File: config.mk
export PLATFORM = sky130hd
export DESIGN_NAME = encoder_sel_ctrl
export DESIGN_NICKNAME = d
export VERILOG_FILES = /design/src/rtl/encoder_sel_ctrl.sv
export SDC_FILE = /design/constraint.sdc
export NUM_CORES = 1
export LEC_CHECK = 0
export ABC_AREA = 1
export CORE_MARGIN = 3
export CORE_UTILIZATION = 68
export CTS_CLUSTER_DIAMETER = 60
export DETAILED_ROUTE_END_ITERATION = 16
export GPL_ROUTABILITY_DRIVEN = 0
export GPL_TIMING_DRIVEN = 0
export PLACE_DENSITY = 0.95
export SKIP_LAST_GASP = 1
export SYNTH_ARGS = -nofsm -noshare
export SYNTH_HDL_FRONTEND = slang
export SYNTH_SLANG_ARGS = --single-unit
File: constraint.sdc
create_clock -name CLK -period 17.4 [get_ports CLK]
set_input_delay 4.35 -clock CLK [delete_from_list [all_inputs] [get_ports CLK]]
set_output_delay 4.35 -clock CLK [all_outputs]
set_load 0.02 [all_outputs]
File: src/rtl/encoder_sel_ctrl.sv
// Symbol-frequency accumulator that picks the cheapest of three fixed prefix-code encoders.
// Optional `SEL_OVERRIDE_EN adds force_en/force_sel to override the selection in EVAL2.
module encoder_sel_ctrl #(
  parameter int FREQ_BIT      = 10,
  parameter int TOTAL_LEN_BIT = 16,
  parameter int WIN_BIT       = 10
) (
  input  logic                     CLK,
  input  logic                     RST,
  input  logic                     start,
  input  logic [WIN_BIT-1:0]       win_len,
  input  logic                     sym_valid,
  input  logic [2:0]               sym,
  output logic                     sym_ready,
  output logic                     sel_valid,
  output logic [1:0]               encoder_sel,
  output logic [TOTAL_LEN_BIT-1:0] best_len,
  input  logic                     sel_ready,
`ifdef SEL_OVERRIDE_EN
  input  logic                     force_en,
  input  logic [1:0]               force_sel,
`endif
  output logic                     busy
);

  typedef enum logic [2:0] {
    S_IDLE,
    S_ACCUM,
    S_EVAL0,
    S_EVAL1,
    S_EVAL2,
    S_DONE
  } state_t;

  state_t state_q, state_nxt;

  logic [FREQ_BIT-1:0]      bin_q [0:4];
  logic [WIN_BIT-1:0]       cnt_q;
  logic [WIN_BIT-1:0]       wl_q;
  logic [WIN_BIT-1:0]       cnt_inc;
  logic [TOTAL_LEN_BIT-1:0] best_q, best_nxt;
  logic [1:0]               idx_q, idx_nxt;
  logic                     accept;

  logic [TOTAL_LEN_BIT-1:0] e1, e2, e3, e4, e5, sum2345;
  logic [TOTAL_LEN_BIT-1:0] total0, total1, total2;

  assign sym_ready = (state_q == S_ACCUM);
  assign sel_valid = (state_q == S_DONE);
  assign busy      = (state_q != S_IDLE);
  assign accept    = sym_valid && (state_q == S_ACCUM);
  assign cnt_inc   = cnt_q + WIN_BIT'(1);

  assign e1 = TOTAL_LEN_BIT'(bin_q[0]);
  assign e2 = TOTAL_LEN_BIT'(bin_q[1]);
  assign e3 = TOTAL_LEN_BIT'(bin_q[2]);
  assign e4 = TOTAL_LEN_BIT'(bin_q[3]);
  assign e5 = TOTAL_LEN_BIT'(bin_q[4]);

  // Code lengths: enc0 = 1,2,3,4,4  enc1 = 2,2,2,3,3  enc2 = 1,3,3,3,3
  assign total0  = e1 + (e2 << 1) + (e3 << 1) + e3 + (e4 << 2) + (e5 << 2);
  assign total1  = (e1 << 1) + (e2 << 1) + (e3 << 1) + (e4 << 1) + e4 + (e5 << 1) + e5;
  assign sum2345 = e2 + e3 + e4 + e5;
  assign total2  = e1 + (sum2345 << 1) + sum2345;

  always_comb begin
    state_nxt = state_q;
    case (state_q)
      S_IDLE:  if (start) state_nxt = (win_len == '0) ? S_EVAL0 : S_ACCUM;
      S_ACCUM: if (accept && (cnt_inc == wl_q)) state_nxt = S_EVAL0;
      S_EVAL0: state_nxt = S_EVAL1;
      S_EVAL1: state_nxt = S_EVAL2;
      S_EVAL2: state_nxt = S_DONE;
      S_DONE:  if (sel_ready) state_nxt = S_IDLE;
      default: state_nxt = S_IDLE;
    endcase
  end

  // Strict less-than keeps the lowest index on ties.
  always_comb begin
    best_nxt = best_q;
    idx_nxt  = idx_q;
    case (state_q)
      S_EVAL0: begin
        best_nxt = total0;
        idx_nxt  = 2'd0;
      end
      S_EVAL1: begin
        if (total1 < best_q) begin
          best_nxt = total1;
          idx_nxt  = 2'd1;
        end
      end
      S_EVAL2: begin
        if (total2 < best_q) begin
          best_nxt = total2;
          idx_nxt  = 2'd2;
        end
`ifdef SEL_OVERRIDE_EN
        if (force_en) begin
          case (force_sel)
            2'd0: begin
              best_nxt = total0;
              idx_nxt  = 2'd0;
            end
            2'd1: begin
              best_nxt = total1;
              idx_nxt  = 2'd1;
            end
            default: begin
              best_nxt = total2;
              idx_nxt  = 2'd2;
            end
          endcase
        end
`endif
      end
      default: ;
    endcase
  end

  always_ff @(posedge CLK) begin
    if (RST) begin
      state_q     <= S_IDLE;
      cnt_q       <= '0;
      wl_q        <= '0;
      best_q      <= '0;
      idx_q       <= '0;
      encoder_sel <= '0;
      best_len    <= '0;
      for (int unsigned i = 0; i < 5; i++) bin_q[i] <= '0;
    end else begin
      state_q <= state_nxt;
      best_q  <= best_nxt;
      idx_q   <= idx_nxt;
      if ((state_q == S_IDLE) && start) begin
        cnt_q <= '0;
        wl_q  <= win_len;
        for (int unsigned i = 0; i < 5; i++) bin_q[i] <= '0;
      end
      if (accept) begin
        cnt_q <= cnt_inc;
        // Symbols 5..7 advance the window count but touch no bin.
        for (int unsigned i = 0; i < 5; i++) begin
          if ((sym == 3'(i)) && (bin_q[i] != '1)) bin_q[i] <= bin_q[i] + FREQ_BIT'(1);
        end
      end
      // Result outputs only move when the final choice is known.
      if (state_q == S_EVAL2) begin
        encoder_sel <= idx_nxt;
        best_len    <= best_nxt;
      end
    end
  end

endmodule

-- After elaboration in Yosys (flattened, before gate mapping)
Memory sizes are Yosys's and may differ from the RTL's.
Cells that the tools add are included.
- flip-flop bits (word level): 59
- RAM bits: 50
- input port bits: 18
- output and inout port bits: 21
- word-level logic and storage cells: 122
- memories kept: 1
- add/subtract/negate cells: 22
- magnitude comparators: 2
- eq/ne operators: 18
- muxes and demuxes: 48
- bitwise gates (word level): 10
- reductions and logical operators: 14
- memories (name ; depth ; width ; read ports ; clocked after memory_dff ; wr ports ; RTL line ; text):
    bin_q ; 5 ; 10 ; 5 ; 0 ; 5 ; 37 ; logic [FREQ_BIT-1:0] bin_q [0:4];
- operators with widths (operator ; number):
    $mux W10 ; 12
    $add A10 B1 Y10 const B ; 6
    $ne A10 B10 Y1 const B ; 5
    $pmux W16 S3 ; 1
    $lt A16 B16 Y1 ; 2
    $mux W16 ; 2
    $add A12 B11 Y13 ; 2
    $mux W1 ; 25
    $pmux W3 S6 ; 1
    $add A15 B11 Y16 ; 1
    $add A15 B12 Y16 ; 1
    $add A15 B13 Y16 ; 1
    $add A16 B10 Y16 ; 1
    $add A10 B14 Y15 ; 1
    $add A14 B10 Y15 ; 1
    $add A14 B12 Y15 ; 1
    $add A13 B10 Y14 ; 1
    $add A13 B11 Y14 ; 1
    $add A12 B10 Y13 ; 1
    $add A10 B11 Y12 ; 1
    $add A11 B10 Y12 ; 1
    $add A11 B11 Y12 ; 1
    $eq A3 B2 Y1 const B ; 4
    $add A10 B10 Y11 ; 1
    15 further kinds ; 40

-- Logic depth before layout (Yosys ltp)
An unclocked memory read counts as a cell.
- word-level depth: 10
- gate-level depth with buffers: 36
- mapped depth without buffers: 36

-- Worst setup path before layout
OpenSTA, ideal clock, no wires.
- kind: input-to-reg
- start: input port RST
- end: memory bin_q[0][0], enable pin
- setup time: 391 ps
- arrival: 5699 ps
- required time: 17009 ps
- setup slack: 11311 ps
- stages: 6
- path buffers: 1
- cells stage by stage: buf_2 -> inv_1 -> nand2_1 -> nor2_1 -> nand3_1 -> o21ai_0
- RTL lines (element ; RTL line ; text):
    start, declared ; 9 ; input logic RST,
    end, declared ; 37 ;

==> impl_metrics.prom <==
# TYPE chip_impl_metric gauge
chip_impl_info{name="run_status",value="complete, no violations"} 1
chip_impl_metric{name="placed_cell_area",unit="µm²"} 11800
chip_impl_metric{name="first_global_vias",unit=""} 9929
chip_impl_metric{name="grt-ovfl-total",unit=""} 0
chip_impl_metric{name="ys_warn_count",unit=""} 0
chip_impl_metric{name="cts.reportedPaths.clkPinSlew",unit="ns"} 0.08
chip_impl_metric{name="core.rowCount",unit=""} 46
chip_impl_metric{name="detail_route.drc_violations",unit=""} 0
chip_impl_info{name="post-synth-top-count-cell",value="sky130_fd_sc_hd__nand2_1"} 1
chip_impl_metric{name="design.die.area",unit="µm²"} 17900
chip_impl_metric{name="finalSetupViolations",unit=""} 0
chip_impl_metric{name="synth_enable_flop_cells",unit=""} 50
chip_impl_info{name="critPathLaunchType",value="register"} 1
chip_impl_metric{name="synth_cell_types",unit=""} 48
chip_impl_metric{name="floorplan.initialDensity",unit="%"} 69.7
chip_impl_metric{name="cts_buffer_depth",unit=""} 2
chip_impl_metric{name="sinks_on_clock_net",unit=""} 109
chip_impl_metric{name="global_route.usage.total",unit="%"} 33.6
chip_impl_metric{name="synth_cells",unit=""} 1353
chip_impl_metric{name="fin_crit_sh",unit="%"} 41.4
chip_impl_metric{name="crit_fanout",unit=""} 7
chip_impl_info{name="yosysTopAreaCell",value="sky130_fd_sc_hd__fa_1"} 1
chip_impl_metric{name="synthArstFlopShare",unit="%"} 0
chip_impl_metric{name="cts-buffers-inserted",unit=""} 9
chip_impl_metric{name="drt-wirelength-per-cell",unit="µm"} 17.8
chip_impl_info{name="timing.critical_path.to_type",value="register"} 1
chip_impl_metric{name="drt-initial-drc-count",unit=""} 946
chip_impl_metric{name="syn-mean-instance-area",unit="µm²"} 8.22
chip_impl_metric{name="cap_violations",unit=""} 0
chip_impl_metric{name="timing.max_slew.rel_slack",unit="%"} 23.8
chip_impl_metric{name="cts.htree.levels",unit=""} 3
chip_impl_metric{name="insertion_delay",unit="ns"} 0.38
chip_impl_metric{name="synth_top_cell_area_share",unit="%"} 20.4
chip_impl_metric{name="holdBufCountCts",unit=""} 0
chip_impl_metric{name="synth.net_count",unit=""} 1584
chip_impl_metric{name="final-hold-violation-count",unit=""} 0
chip_impl_metric{name="final_antenna_net_count",unit=""} 0
chip_impl_metric{name="die_h",unit="µm"} 134
chip_impl_info{name="cts-root-buf",value="sky130_fd_sc_hd__clkbuf_16"} 1
chip_impl_metric{name="hpwl",unit="mm"} 23.3
chip_impl_metric{name="number_of_search_and_repair_iterations_in_the_first_detailed_routing_pass",unit=""} 9
chip_impl_metric{name="antenna-diode-count",unit=""} 0
chip_impl_metric{name="finalClockSkew",unit="ns"} 0.0127
chip_impl_metric{name="antenna_found_initial",unit=""} 0
chip_impl_metric{name="routed_via_density",unit=""} 6.03
chip_impl_metric{name="design.core.area",unit="µm²"} 15900
chip_impl_metric{name="max_slew.worst_pin.slew",unit="ns"} 1.14
chip_impl_metric{name="buffers_inserted_during_post_cts_setup_optimization",unit=""} 0
chip_impl_metric{name="placement.io_buffers",unit=""} 37
chip_impl_metric{name="grt_pass1_wl",unit="mm"} 47.7
chip_impl_metric{name="synth-seq-area-share",unit="%"} 24.1
chip_impl_info{name="rsz0062_at_grt",value="no"} 1
chip_impl_metric{name="route.vias.total",unit=""} 9776
chip_impl_info{name="synth.top_cells.by_area",value="sky130_fd_sc_hd__fa_1 20%, sky130_fd_sc_hd__edfxtp_1 14%, sky130_fd_sc_hd__ha_1 11%"} 1
chip_impl_metric{name="die_w",unit="µm"} 134
chip_impl_metric{name="worst_ep_required_time",unit="ns"} 17.68
chip_impl_info{name="timing.critical_path.slowest_stage_cell",value="sky130_fd_sc_hd__fa_1"} 1
chip_impl_metric{name="grt_start_max_net_pins",unit=""} 20
chip_impl_metric{name="nNetsFinal",unit=""} 1632
chip_impl_info{name="crit_path_frequent_cell",value="sky130_fd_sc_hd__nand2_1"} 1
chip_impl_metric{name="area_delta_synth_final",unit="%"} 8.38
chip_impl_metric{name="setup_total_negative_slack",unit="ns"} 0
chip_impl_metric{name="post_layout_minimum_cycle_time",unit="ns"} 7.20
chip_impl_info{name="dominantRegCellSynth",value="sky130_fd_sc_hd__dfxtp_1"} 1
chip_impl_metric{name="boundaryPins",unit=""} 39
chip_impl_metric{name="layout-drive-gt1-share",unit="%"} 4.91
chip_impl_metric{name="postRouteWirelength",unit="mm"} 28.9
chip_impl_metric{name="synth.ff_latch_count",unit=""} 109
chip_impl_info{name="critical_path_class",value="reg -> reg"} 1
chip_impl_metric{name="cp_slowest_stage_delay",unit="ns"} 0.53
chip_impl_info{name="tritoncts",value="done"} 1
chip_impl_metric{name="slew_violations",unit=""} 0
chip_impl_metric{name="number_of_cells_upsized_or_downsized_after_cts",unit=""} 0
chip_impl_metric{name="post-route-cell-area",unit="µm²"} 12000
chip_impl_info{name="min-delay-path-class",value="reg -> reg"} 1
chip_impl_metric{name="maxClockFrequency",unit="MHz"} 139
chip_impl_info{name="netlist_top_cells_count",value="271 x sky130_fd_sc_hd__nand2_1, 223 x sky130_fd_sc_hd__inv_1, 118 x sky130_fd_sc_hd__nor2_1"} 1
chip_impl_metric{name="synth_area",unit="µm²"} 11100
chip_impl_metric{name="cp_data_arrival_time",unit="ns"} 7.48
==> through the flow <==
stage	cells	worst slack [ns]	hold WS [ns]	util (%)
after CTS	1622	10.41	0.440	75.6
final	1622	10.20	0.441	75.6
after global routing	1622	9.77	0.470	75.6
after detailed placement	1606	10.50	0.427	73.7
after floorplan	1353	11.31	0.413	-
after global placement	1606	10.41	0.422	73.7
==> layer usage <==
layer	GRT usage, %	wire length [µm]	up-vias
li1	-	-	4453
met1	41.1	11000	4629
met2	55.8	13800	556
met3	6.86	2350	138
met4	18.9	1750	0
met5	0	0	-
==> worst max-delay path, delay by kind of cell, from the launching register on <==
kind | cells | cell delay [ns]
flip-flops | 1 | 0.52
XOR/XNOR | 1 | 0.28
AO/OA/AOI/OAI | 8 | 1.76
AND/OR/NAND/NOR | 14 | 1.68
adder cells (fa/ha/maj) | 6 | 2.35
buffers and inverters | 5 | 0.47
==> cells by family (layout without fill, tap and decap cells) <==
logic type	after synthesis	count (layout)	share of synthesized area, %
compound gates	166	166	8.59
xor+xnor	56	56	4.41
fa+ha+maj	213	213	31.6
buf+inv	253	306	8.99
flops	109	109	24.1
simple gates	556	556	22.3
==> registers in the layout, indices dropped and copies added (netlist names) <==
signal	flops
encoder_sel	2
cnt_q	10
bin_q	50
wl_q	10
best_len	16
best_q	16
state_q	3
idx_q	2
==> cell usage in the layout, fill, tap and decap left out, types with 3 or more instances in the layout <==
cell type and instances:
sky130_fd_sc_hd__nand3_1 91, sky130_fd_sc_hd__inv_1 223, sky130_fd_sc_hd__nor2_1 118, sky130_fd_sc_hd__o21bai_1 10, sky130_fd_sc_hd__clkbuf_1 13, sky130_fd_sc_hd__dfxtp_1 59, sky130_fd_sc_hd__o21ai_0 37, sky130_fd_sc_hd__a21oi_1 86
sky130_fd_sc_hd__nor2_2 4, sky130_fd_sc_hd__xnor2_1 8, sky130_fd_sc_hd__nor3_1 13, sky130_fd_sc_hd__fa_1 113, sky130_fd_sc_hd__nand4_1 19, sky130_fd_sc_hd__buf_2 3, sky130_fd_sc_hd__or2_2 6, sky130_fd_sc_hd__a31oi_1 8
sky130_fd_sc_hd__clkbuf_16 9, sky130_fd_sc_hd__a21oi_2 5, sky130_fd_sc_hd__clkdlybuf4s50_1 37, sky130_fd_sc_hd__ha_1 100, sky130_fd_sc_hd__o211ai_1 5, sky130_fd_sc_hd__nand2_2 4, sky130_fd_sc_hd__edfxtp_1 50, sky130_fd_sc_hd__nand2_1 271
sky130_fd_sc_hd__nor3_2 6, sky130_fd_sc_hd__xor2_1 48, sky130_fd_sc_hd__nand3b_1 10, sky130_fd_sc_hd__a21o_1 4, sky130_fd_sc_hd__inv_2 6, sky130_fd_sc_hd__buf_6 4
==> final timing paths <==
| check | from | slack, ns | cells past startpoint | endpoint |
|---|---|---|---|---|
| worst min register to register | best_len[15] | 0.44 | 2 | best_len[15] |
| worst min-delay path | best_len[15] | 0.44 | 2 | best_len[15] |
| worst max-delay path | bin_q[0][35] | 10.20 | 34 | best_q[12] |
| worst max register to register | bin_q[0][35] | 10.20 | 34 | best_q[12] |
==> layout make-up <==
class,count,area [µm²]
multi-input combinational,991,7430
clock buffer,10,239
clock inverter,6,51.3
tap,216,270
timing repair buffer,37,370
buffer,23,136
inverter,230,863
sequential,109,2680
fill,1072,3900
Power is left out: the tool's default activity adds up to more than one toggle a clock period on the data nets, which glitch-free logic cannot reach.
